===== src/rtl/lsu_align_if.sv =====
// lsu_align_if: bundles the pipeline request/response handshake and the
// synchronous memory data port of the load/store unit.
//   master : pipeline/memory side (drives requests and read data)
//   slave  : lsu_align side (drives ready, memory controls, responses)
// Signals:
//   req_valid/req_ready/req_we/req_funct3/req_addr/req_wdata : request
//   addrD/renD/wenD/wdataD/MaskD/rdataD                      : memory port
//   resp_valid/resp_rdata/resp_err                           : response
interface lsu_align_if;
  logic        req_valid;
  logic        req_ready;
  logic        req_we;
  logic [2:0]  req_funct3;
  logic [31:0] req_addr;
  logic [31:0] req_wdata;
  logic [31:0] addrD;
  logic        renD;
  logic        wenD;
  logic [31:0] wdataD;
  logic [3:0]  MaskD;
  logic [31:0] rdataD;
  logic        resp_valid;
  logic [31:0] resp_rdata;
  logic        resp_err;

  modport master (
    output req_valid, req_we, req_funct3, req_addr, req_wdata, rdataD,
    input  req_ready, addrD, renD, wenD, wdataD, MaskD,
           resp_valid, resp_rdata, resp_err
  );

  modport slave (
    input  req_valid, req_we, req_funct3, req_addr, req_wdata, rdataD,
    output req_ready, addrD, renD, wenD, wdataD, MaskD,
           resp_valid, resp_rdata, resp_err
  );
endinterface


===== src/rtl/lsu_align.sv =====
// lsu_align: RV32I load/store alignment unit between the MEM stage and a
// word-wide synchronous memory with 1-cycle registered read.
// Ports:
//   clk   : clock
//   rst_n : synchronous active-low reset
//   bus   : lsu_align_if.slave (request handshake, memory port, response)
// Parameter:
//   MISALIGN_TRAP : 1 = misaligned access answered with resp_err,
//                   0 = low address bits forced to natural alignment.
//
// state     | meaning
// ----------+---------------------------------------------------------
// IDLE      | ready for a request; memory controls driven from req_*
// LOAD_WAIT | read issued, extract/extend rdataD into the response
// RESP      | one-cycle response pulse, then back to IDLE
module lsu_align #(
  parameter bit MISALIGN_TRAP = 1'b1
) (
  input logic        clk,
  input logic        rst_n,
  lsu_align_if.slave bus
);

  typedef enum logic [1:0] {IDLE, LOAD_WAIT, RESP} state_t;

  state_t      state, state_nxt;
  logic [2:0]  ld_f3, ld_f3_nxt;
  logic [1:0]  ld_off, ld_off_nxt;
  logic        err_q, err_nxt;
  logic [31:0] rdata_q, rdata_nxt;

  logic [1:0]  size;
  logic        legal;
  logic        misal;
  logic        req_err;
  logic [1:0]  off;
  logic [31:0] shifted;
  logic [31:0] ld_ext;

  logic        ready;
  logic        ren;
  logic        wen;
  logic [31:0] addr_o;
  logic [31:0] wdata_o;
  logic [3:0]  mask_o;

  // Request decode: legality, alignment and effective byte offset.
  always_comb begin
    size  = bus.req_funct3[1:0];
    if (bus.req_we)
      legal = !bus.req_funct3[2] && (size != 2'b11);
    else
      legal = (size != 2'b11) && !(bus.req_funct3[2] && size == 2'b10);
    misal   = (size == 2'b01 && bus.req_addr[0]) ||
              (size == 2'b10 && bus.req_addr[1:0] != 2'b00);
    req_err = !legal || (MISALIGN_TRAP && misal);
    // Halfword/word offsets are masked down; when trapping, a misaligned
    // request never reaches memory so the masking is harmless.
    case (size)
      2'b01:   off = {bus.req_addr[1], 1'b0};
      2'b10:   off = 2'b00;
      default: off = bus.req_addr[1:0];
    endcase
  end

  // Load extraction from the latched offset and funct3.
  always_comb begin
    shifted = bus.rdataD >> {ld_off, 3'b000};
    case (ld_f3)
      3'b000:  ld_ext = {{24{shifted[7]}}, shifted[7:0]};
      3'b100:  ld_ext = {24'h0, shifted[7:0]};
      3'b001:  ld_ext = {{16{shifted[15]}}, shifted[15:0]};
      3'b101:  ld_ext = {16'h0, shifted[15:0]};
      default: ld_ext = shifted;
    endcase
  end

  always_ff @(posedge clk) begin
    if (!rst_n) begin
      state   <= IDLE;
      ld_f3   <= 3'b000;
      ld_off  <= 2'b00;
      err_q   <= 1'b0;
      rdata_q <= 32'h0;
    end else begin
      state   <= state_nxt;
      ld_f3   <= ld_f3_nxt;
      ld_off  <= ld_off_nxt;
      err_q   <= err_nxt;
      rdata_q <= rdata_nxt;
    end
  end

  always_comb begin
    state_nxt  = state;
    ld_f3_nxt  = ld_f3;
    ld_off_nxt = ld_off;
    err_nxt    = 1'b0;
    rdata_nxt  = 32'h0;
    ready      = 1'b0;
    ren        = 1'b0;
    wen        = 1'b0;
    addr_o     = 32'h0;
    wdata_o    = 32'h0;
    mask_o     = 4'b0000;

    case (state)
      IDLE: begin
        ready = 1'b1;
        if (bus.req_valid) begin
          state_nxt = RESP;
          if (req_err) begin
            err_nxt = 1'b1;
          end else begin
            addr_o = {bus.req_addr[31:2], 2'b00};
            if (bus.req_we) begin
              wen = 1'b1;
              case (size)
                2'b00: begin
                  wdata_o = {4{bus.req_wdata[7:0]}};
                  mask_o  = 4'b0001 << off;
                end
                2'b01: begin
                  wdata_o = {2{bus.req_wdata[15:0]}};
                  mask_o  = off[1] ? 4'b1100 : 4'b0011;
                end
                default: begin
                  wdata_o = bus.req_wdata;
                  mask_o  = 4'b1111;
                end
              endcase
            end else begin
              ren        = 1'b1;
              ld_f3_nxt  = bus.req_funct3;
              ld_off_nxt = off;
              state_nxt  = LOAD_WAIT;
            end
          end
        end
      end
      LOAD_WAIT: begin
        rdata_nxt = ld_ext;
        state_nxt = RESP;
      end
      RESP: begin
        state_nxt = IDLE;
      end
      default: begin
        state_nxt = IDLE;
      end
    endcase

    // Keep the memory quiet while reset is asserted, whatever the state.
    if (!rst_n) begin
      ren     = 1'b0;
      wen     = 1'b0;
      addr_o  = 32'h0;
      wdata_o = 32'h0;
      mask_o  = 4'b0000;
    end
  end

  assign bus.req_ready  = ready;
  assign bus.renD       = ren;
  assign bus.wenD       = wen;
  assign bus.addrD      = addr_o;
  assign bus.wdataD     = wdata_o;
  assign bus.MaskD      = mask_o;
  // err_q/rdata_q are only ever loaded on the transition into RESP and
  // cleared on the way out, so they read as 0 outside the response pulse.
  assign bus.resp_valid = (state == RESP);
  assign bus.resp_err   = err_q;
  assign bus.resp_rdata = rdata_q;

endmodule

===== src/flat_wrapper.sv =====
// flat-port wrapper written by rule: the top's interface ports become plain ports
module lsu_align_flat 
#(
  parameter bit MISALIGN_TRAP = 1'b1
)
  (clk, rst_n, bus_req_valid, bus_req_we, bus_req_funct3, bus_req_addr, bus_req_wdata, bus_rdataD, bus_req_ready, bus_addrD, bus_renD, bus_wenD, bus_wdataD, bus_MaskD, bus_resp_valid, bus_resp_rdata, bus_resp_err);
  lsu_align_if bus_i ();
  input logic clk;
  input logic rst_n;
  input wire logic [$bits(bus_i.req_valid)-1:0] bus_req_valid;
  input wire logic [$bits(bus_i.req_we)-1:0] bus_req_we;
  input wire logic [$bits(bus_i.req_funct3)-1:0] bus_req_funct3;
  input wire logic [$bits(bus_i.req_addr)-1:0] bus_req_addr;
  input wire logic [$bits(bus_i.req_wdata)-1:0] bus_req_wdata;
  input wire logic [$bits(bus_i.rdataD)-1:0] bus_rdataD;
  output wire logic [$bits(bus_i.req_ready)-1:0] bus_req_ready;
  output wire logic [$bits(bus_i.addrD)-1:0] bus_addrD;
  output wire logic [$bits(bus_i.renD)-1:0] bus_renD;
  output wire logic [$bits(bus_i.wenD)-1:0] bus_wenD;
  output wire logic [$bits(bus_i.wdataD)-1:0] bus_wdataD;
  output wire logic [$bits(bus_i.MaskD)-1:0] bus_MaskD;
  output wire logic [$bits(bus_i.resp_valid)-1:0] bus_resp_valid;
  output wire logic [$bits(bus_i.resp_rdata)-1:0] bus_resp_rdata;
  output wire logic [$bits(bus_i.resp_err)-1:0] bus_resp_err;
  assign bus_i.req_valid = bus_req_valid;
  assign bus_i.req_we = bus_req_we;
  assign bus_i.req_funct3 = bus_req_funct3;
  assign bus_i.req_addr = bus_req_addr;
  assign bus_i.req_wdata = bus_req_wdata;
  assign bus_i.rdataD = bus_rdataD;
  assign bus_req_ready = bus_i.req_ready;
  assign bus_addrD = bus_i.addrD;
  assign bus_renD = bus_i.renD;
  assign bus_wenD = bus_i.wenD;
  assign bus_wdataD = bus_i.wdataD;
  assign bus_MaskD = bus_i.MaskD;
  assign bus_resp_valid = bus_i.resp_valid;
  assign bus_resp_rdata = bus_i.resp_rdata;
  assign bus_resp_err = bus_i.resp_err;
  lsu_align #(.MISALIGN_TRAP(MISALIGN_TRAP)) u_core (.clk(clk), .rst_n(rst_n), .bus(bus_i));
endmodule

===== config.mk =====
export PLATFORM = sky130hd
export DESIGN_NAME = lsu_align_flat
export DESIGN_NICKNAME = d
export VERILOG_FILES = /design/src/rtl/lsu_align_if.sv /design/src/rtl/lsu_align.sv /design/src/flat_wrapper.sv
export SDC_FILE = /design/constraint.sdc
export NUM_CORES = 1
export LEC_CHECK = 0
export CAP_MARGIN = 20
export CORE_UTILIZATION = 37
export CTS_CLUSTER_DIAMETER = 100
export DETAILED_ROUTE_END_ITERATION = 7
export PLACE_DENSITY = 0.95
export SLEW_MARGIN = 20
export SYNTH_ARGS = -nofsm -noshare
export SYNTH_HDL_FRONTEND = slang
export SYNTH_SLANG_ARGS = --single-unit

===== constraint.sdc =====
create_clock -name clk -period 3.85 [get_ports clk]
set_input_delay 0.77 -clock clk [delete_from_list [all_inputs] [get_ports clk]]
set_output_delay 0.77 -clock clk [all_outputs]
set_load 0.01 [all_outputs]

==> results of run 1 <==
## cell usage in the layout, fill, tap and decap left out, types with 9 or more instances in the layout
| master | n |
|---|---|
| buf_4 | 9 |
| nor2_1 | 9 |
| dlymetal6s2s_1 | 13 |
| mux2i_1 | 21 |
| nor2b_1 | 13 |
| nor3_1 | 55 |
| o22ai_1 | 9 |
| nand2_1 | 24 |
| inv_1 | 52 |
| a211oi_1 | 30 |
| dfxtp_1 | 40 |
| clkdlybuf4s50_1 | 192 |
## logic make-up (layout without fill, tap and decap cells)
kind of cell / after synthesis / after routing / share of synthesized area
mux: 30 / 30 / 0.116
buf+inv: 85 / 278 / 0.125
simple gates: 118 / 118 / 0.219
other cells: 1 / 2 / 0.00135
fa+ha+maj: 4 / 4 / 0.0180
compound gates: 80 / 80 / 0.234
flops: 40 / 40 / 0.288
## worst min-delay path: cells and delay by family (launching register included)
family / cells / cell delay [ns]
flip-flops: 1 / 0.33
AND/OR/NAND/NOR: 1 / 0.06
multiplexers: 1 / 0.06
## routing by layer
metal  vias to the layer above  routed length [µm]  GRT usage
met2                       208                5770      0.524
met1                      1603                4070      0.264
met4                         0                 320      0.125
met3                        33                 996     0.0784
met5                         -                   0          0
li1                       1651                   -          -
## power groups by stage
stage	registers (mW)	logic, mW	clock network [mW]
floorplan	0.436	0.150	0
global placement	0.436	0.338	0
detailed placement	0.437	0.348	0
CTS	0.427	0.352	0.397
global route	0.428	0.381	0.413
finish	0.427	0.356	0.397
## registers in the layout (all words and copies together), names as in the netlist
signal                 flops
u_core.ld_f3               3
u_core.bus.resp_err        1
u_core.ld_off              2
u_core.state               2
u_core.bus.resp_rdata     32
## cell type report
cell class,instances,area share
Clock buffer,5,0.0134
Clock inverter,2,0.0117
Inverter,53,0.0387
Timing Repair Buffer,218,0.434
Tap cell,99,0.0241
Multi-Input combinational cell,234,0.322
Sequential cell,40,0.156
## final timing paths
path | from | endpoint | slack (ns) | cells past startpoint
min | u_core.ld_f3[2] | u_core.ld_f3[2] | 0.51 | 2
max | bus_req_funct3[1] | bus_wdataD[8] | 0.06 | 8
max reg2reg | u_core.ld_off[1] | u_core.bus.resp_rdata[16] | 1.49 | 3
min reg2reg | u_core.ld_f3[2] | u_core.ld_f3[2] | 0.51 | 2
## per-stage QoR
stage          hold WS [ns]  total power, mW
2_1_floorplan         0.446            0.586
3_3_place_gp          0.479            0.774
3_5_place_dp          0.502            0.785
4_1_cts               0.519             1.18
5_1_grt               0.535             1.22
6_report              0.508             1.18
## what timing repair did
item / CTS / global route
setup endpoints to repair: 1 / 27
setup buffers: 0 / 0
resized for setup: 1 / 16
==> out/summary.md, run 1 <==
Summing all placed instances gives a cell area of 0.00496 mm². The total power per unit cell area works out to 230 mW/mm². The clock network latency to the later pin of the worst-skew pair came out at 0.29 ns.

The run finished with clean final reports. Counting stages on the worst path, the most repeated cell is clkdlybuf4s50_1. The logs give 0.336 for the clock share of power and 358 for the post-synthesis cell count. In this design, the stage delay of the slowest critical-path cell is 0.59 ns. The most used flip-flop cell after synthesis is dfxtp_1.

For the post-synth design cell area, the log shows 0.00279 mm². For the worst setup path, the data arrival time is 3.02 ns. The count of buffers inserted at the top-level ports is 205, and the maximum number of pins on one net before global-route repair is 38. The HPWL reported at the end of detailed placement is 8560 µm. After clock tree synthesis, the clock-pin slew on the worst setup and hold paths is 0.07 ns. Normalized max-slew margin: 0.440.

The run gives 0.867 as the final weighted congestion in routability-driven placement. During I/O placement, the number of pins put on the boundary was 208. The fraction of final layout cells with drive strength greater than 1 is 0.0888.

The overall die height is 88.8 µm, and the total buffers and inverters traversed by the critical path is 4. In this run, post-CTS hold repair placed 0 buffers. The overall global routing resource usage was 0.271; the share of Yosys cell area claimed by the top area cell type was 0.288. For the pre-CTS setup slack, the log shows -0.101 ns. The detailed router placed 3495 vias in this run.

Max-cap violations in this run came to 0. The run gives 0 as the count of endpoints failing hold in the final timing report. The time the final worst path needs with I/O delays and setup came out at 3.79 ns. For the floorplan die area, the log shows 0.00788 mm². TritonCTS built the clock tree. The logs give 0.362 for the relative contribution of sequential cells to total power and 5 for the number of clock buffers inserted by TritonCTS.

Number of flip-flops and latches in the synthesized netlist: 40. The tools report the achievable frequency as 264 MHz. The initialized floorplan defines 31 standard-cell rows. The run gives 644 as the placed cell count. For the initial antenna violation count, the log shows 0. For the number of global-route vias before repair, the log shows 3489. In the routed design, unresolved DRC markers number 0. The classification of the worst setup path is in2out.

Internal power comes to 869 µW. For the pin with the worst max-slew slack, the measured transition is 0.841 ns. The tightest min-delay check is of the reg2reg type. In the post-synthesis netlist, the cell with the most instances is nor3_1. Measured along the x axis, the die boundary spans 88.8 µm. After the first detailed-routing iteration, the DRC count stood at 119. The tools report the final max-slew violation count as 0. On the critical path, the stage with the largest delay is an instance of clkdlybuf4s50_1. Gate family responsible for the most delay along the worst path: buffers and inverters. Across the VDD grid, the largest voltage drop is 133 µV.

For this run, the detailed router's first-pass iteration total came to 6. The logs give 0 ns for the aggregate negative setup slack and 0.0561 ns for the worst path setup slack after routing. The finished layout holds 651 standard cells, fillers aside. The tools report the proportion of power drawn by combinational gates as 0.302.

Fill cells in the final layout number 492. Setup repair after global routing left no endpoint under its margin. For the final database, setup skew stands at 0.00974 ns. After detailed routing, the average wire length per cell comes to 17.1 µm. Once detail routing completed, the nets flagged for antenna violations numbered 0.

The final period utilization is 0.985. The region available for standard cell placement spans 0.00725 mm². Walking the worst path, the cells encountered are clkdlybuf4s50_1, inv_1, ha_1, nor2_1, o2111ai_2, buf_12, a211oi_2, clkdlybuf4s50_1. The synthesis-to-finish area growth was 84.6%; the total area of multi-input combinational cells was 0.00166 mm². The mean instance size in the synthesized netlist is 7.78 µm². The share of the core filled with cells in the final layout is 0.709.

The share of the yosys chip area belonging to registers was 0.288. The net switching power is 311 µW, and the cell leakage power is 2.22 nW. Sorting the synthesized cells by how often they occur yields 56 x nor3_1, 52 x inv_1, 40 x dfxtp_1, 31 x a211oi_1, 24 x nand2_1. By area the synthesized netlist is led by dfxtp_1 29%, nor3_1 10%, a211oi_1 8.4%. Initial cell density of the core: 0.384.

Wires add up to 11200 µm. The kind of start point of the critical path was a primary input. Summed over all layers, the global routing overflow is 0. Yosys mapped the design onto 42 distinct sky130hd cell types. The run gives 2 as the number of buffers on the longest clock path.

The cell sitting at the root of the clock tree is a clkbuf_8. The tools report the first-pass GRT wire length as 16500 µm. Top fanout value on the critical path: 37. During synthesis, Yosys emitted a total of 0 warnings. CTS saw 40 sinks.

The critical path required time is 3.08 ns. The run gives 659 as the net count of the finished layout. For the final antenna diode count, the log shows 0. The finished cells cover 0.00514 mm².

CTS built an H-tree with a depth of 2. The tools report the capturing element type of the critical path as an output pin. In the final layout, flip-flops and latches occupy 801 µm². The average vias per placed instance is 5.37. Setup violations remaining at the end of the flow were counted as 0. The biggest area contributor in the post-synthesis netlist is dfxtp_1. The switching power share of the total is 0.263. The post-synthesis async set-or-reset flop share is 0, and the number of synthesized flops with an enable pin is 0.
(Power assumes the default switching activity.)
==> inputs of run 2 (changes only) <==
Settings changed: MAX_ROUTING_LAYER set to met4.
==> run 2 against run 1 <==
  * Register-to-register slack better by 0.04 ns
  * Critical endpoint is now bus_wdataD[11]
  * Highest routed layer unchanged
  * Clock power down 15%
  * Cell count is 0.15% higher
  * Sequential share of layout area increased by 0.057 points
  * Non-clock buffer count is the same
  * Utilization is 0.26 points lower
==> out/summary.md, run 2 (synthesis gave the netlist of run 1 again) <==
The run finished with clean final reports. Setup violations remaining at the end of the flow were counted as 0. The worst setup path is of the in2out kind. The slowest cell on the critical path was clkdlybuf4s50_1. The mean routed wirelength per cell came out at 16.6 µm.

The top fanout value on the critical path is 37, and the pre-CTS setup slack is -0.128 ns. Once detail routing completed, the nets flagged for antenna violations numbered 0. At the later pin of the worst-skew pair, clock insertion delay measures 0.30 ns. Traced cell by cell, the critical path runs through clkdlybuf4s50_1, inv_1, ha_1, nor2_1, o2111ai_2, buf_12, a211oi_1, clkdlybuf4s50_1. Dividing total power by cell area gives a power density of 218 mW/mm².

The final clock skew came out at 0.00786 ns. VDD sags by at most 131 µV. Count of endpoints failing hold in the final timing report: 0. TritonCTS created 5 clock buffers. In this run the number of H-tree levels came out at 2. The initial cell density of the core was 0.384; the number of buffers on the longest clock path was 2. The critical path required time was 3.08 ns; the count of buffers inserted at the top-level ports was 205. The internal reg-to-reg setup slack is 1.53 ns. The pre-antenna-repair detailed-routing pass consisted of 4 iterations.

The kind of start point of the critical path was a primary input. The leading cell type in the layout, fill and taps excluded was clkdlybuf4s50_1. In the final design database the tool counted 659 nets. For this design, the CTS-stage hold fixing added 0 buffers. The number of global-route vias before repair came out at 3361. Together, buffers and inverters on the worst path number 4.

For this run, design rule violations remaining after detail routing come to 0. The leftover overflow at the end of global routing is 0. TritonCTS built the clock tree.

Counting tap cells, the placed design contains a total of 644 instances. At the end of routability-driven placement, the weighted congestion stood at 0.878. The register with the most flip-flops in the layout has 32 of them. The max-capacitance violation count was 0; the standard cell area after detailed placement was 0.00496 mm². The library cells used most frequently in the layout, excluding fill and tap cells, are 189 x clkdlybuf4s50_1, 56 x nor3_1, 52 x inv_1, 40 x dfxtp_1, 30 x a211oi_1.

Number of gates given a new drive strength after cts: 1. The synthesis-to-finish area growth was 83.9%; the highest cell delay on the worst timing path was 0.60 ns. The final cell area excluding filler cells was 0.00512 mm². The cell leakage power is 2.27 nW, and the worst-margin pin slew is 0.854 ns. The achievable frequency was 263 MHz. Detailed placement finished with a half-perimeter wire length of 8640 µm. Detailed routing inserted a total of 3469 vias.

The post-CTS clock slew at the launch and capture registers of the worst setup and hold paths was 0.08 ns; the total setup buffers inserted after CTS was 0. The final max-slew violation count is 0. The logs give 0.271 for the overall global routing resource usage and 10800 µm for the wire length after detailed routing. The initialized floorplan defines 31 standard-cell rows. The initial antenna violation count was 0. The tools report the normalized max-slew margin as 0.430. The path class of the tightest hold or removal check is reg2reg. The clock period could shrink to 3.80 ns. The first global-routing pass estimated 15800 µm of wire. The die is 88.8 µm tall. The gate family responsible for the most delay along the worst path is buffers and inverters. In the post-route analysis, the smallest setup slack over all paths is 0.0472 ns. The fraction of final layout cells with drive strength greater than 1 was 0.0868. The die is 88.8 µm wide.

Power comes to 1.12 mW. The number of antenna diodes in the final layout is 0. The tightest hold margin is 0.497 ns, and the violation count after the first detailed-routing iteration is 133. The area of the core region came out at 0.00725 mm². The tree built by TritonCTS fans out to 40 sinks. The maximum number of pins on one net before global-route repair came out at 38. The die covers 0.00788 mm².

The data arrival time of the critical path is 3.03 ns, and the fill cell instance count of the final layout is 505. STA classifies the critical path endpoint as an output pin. Final period utilization: 0.988. Dividing the detail-routed via count by the number of cells gives 5.32. The root buffer cell chosen for the clock tree is clkbuf_8. For this design the top-level I/O count stands at 208. For this run, the number of standard cells in the final layout without fillers is 652. Most numerous cell on the critical path: clkdlybuf4s50_1.
==> run 2: layout make-up <==
type / count / area [µm²] / area share
Sequential cell: 40 / 801 / 0.156
Clock buffer: 6 / 72.6 / 0.0142
Tap cell: 99 / 124 / 0.0242
Multi-Input combinational cell: 234 / 1650 / 0.322
Clock inverter: 2 / 35.0 / 0.00684
Inverter: 53 / 199 / 0.0388
Timing Repair Buffer: 218 / 2240 / 0.437
==> run 2: final timing paths <==
check | startpoint | to | cells past startpoint
setup / recovery | bus_req_funct3[1] | bus_wdataD[11] | 8
hold reg to reg | u_core.ld_f3[2] | u_core.ld_f3[2] | 2
hold / removal | u_core.ld_f3[2] | u_core.ld_f3[2] | 2
setup reg to reg | u_core.ld_off[1] | u_core.bus.resp_rdata[20] | 3
==> run 2: per-layer routing <==
metal | vias to the layer above | wire length [µm] | track usage
met2 | 202 | 5690 | 0.522
li1 | 1653 | - | -
met5 | - | 0 | -
met4 | 0 | 218 | 0.0968
met1 | 1595 | 3970 | 0.272
met3 | 19 | 925 | 0.0429
==> run 2: metrics by stage <==
stage	TNS (ns)	util
final	0	0.706
after global routing	-0.0977	0.706
after CTS	0	0.700
after detailed placement	-0.128	0.684
after global placement	-0.0694	0.684
after floorplan	0	-
==> run 2: report_power, final <==
group          leakage (nW)  internal, mW  switching [mW]  total [mW]
logic                  1.89         0.193           0.159       0.352
registers             0.323         0.420         0.00634       0.427
clock network        0.0552         0.192           0.146       0.339
==> run 2: worst reg2reg max path, delay by kind of cell (launching register included) <==
kind               cells  cell delay [ns]
AOI/OAI and AO/OA      2             0.67
muxes                  1             0.68
DFF                    1             0.83
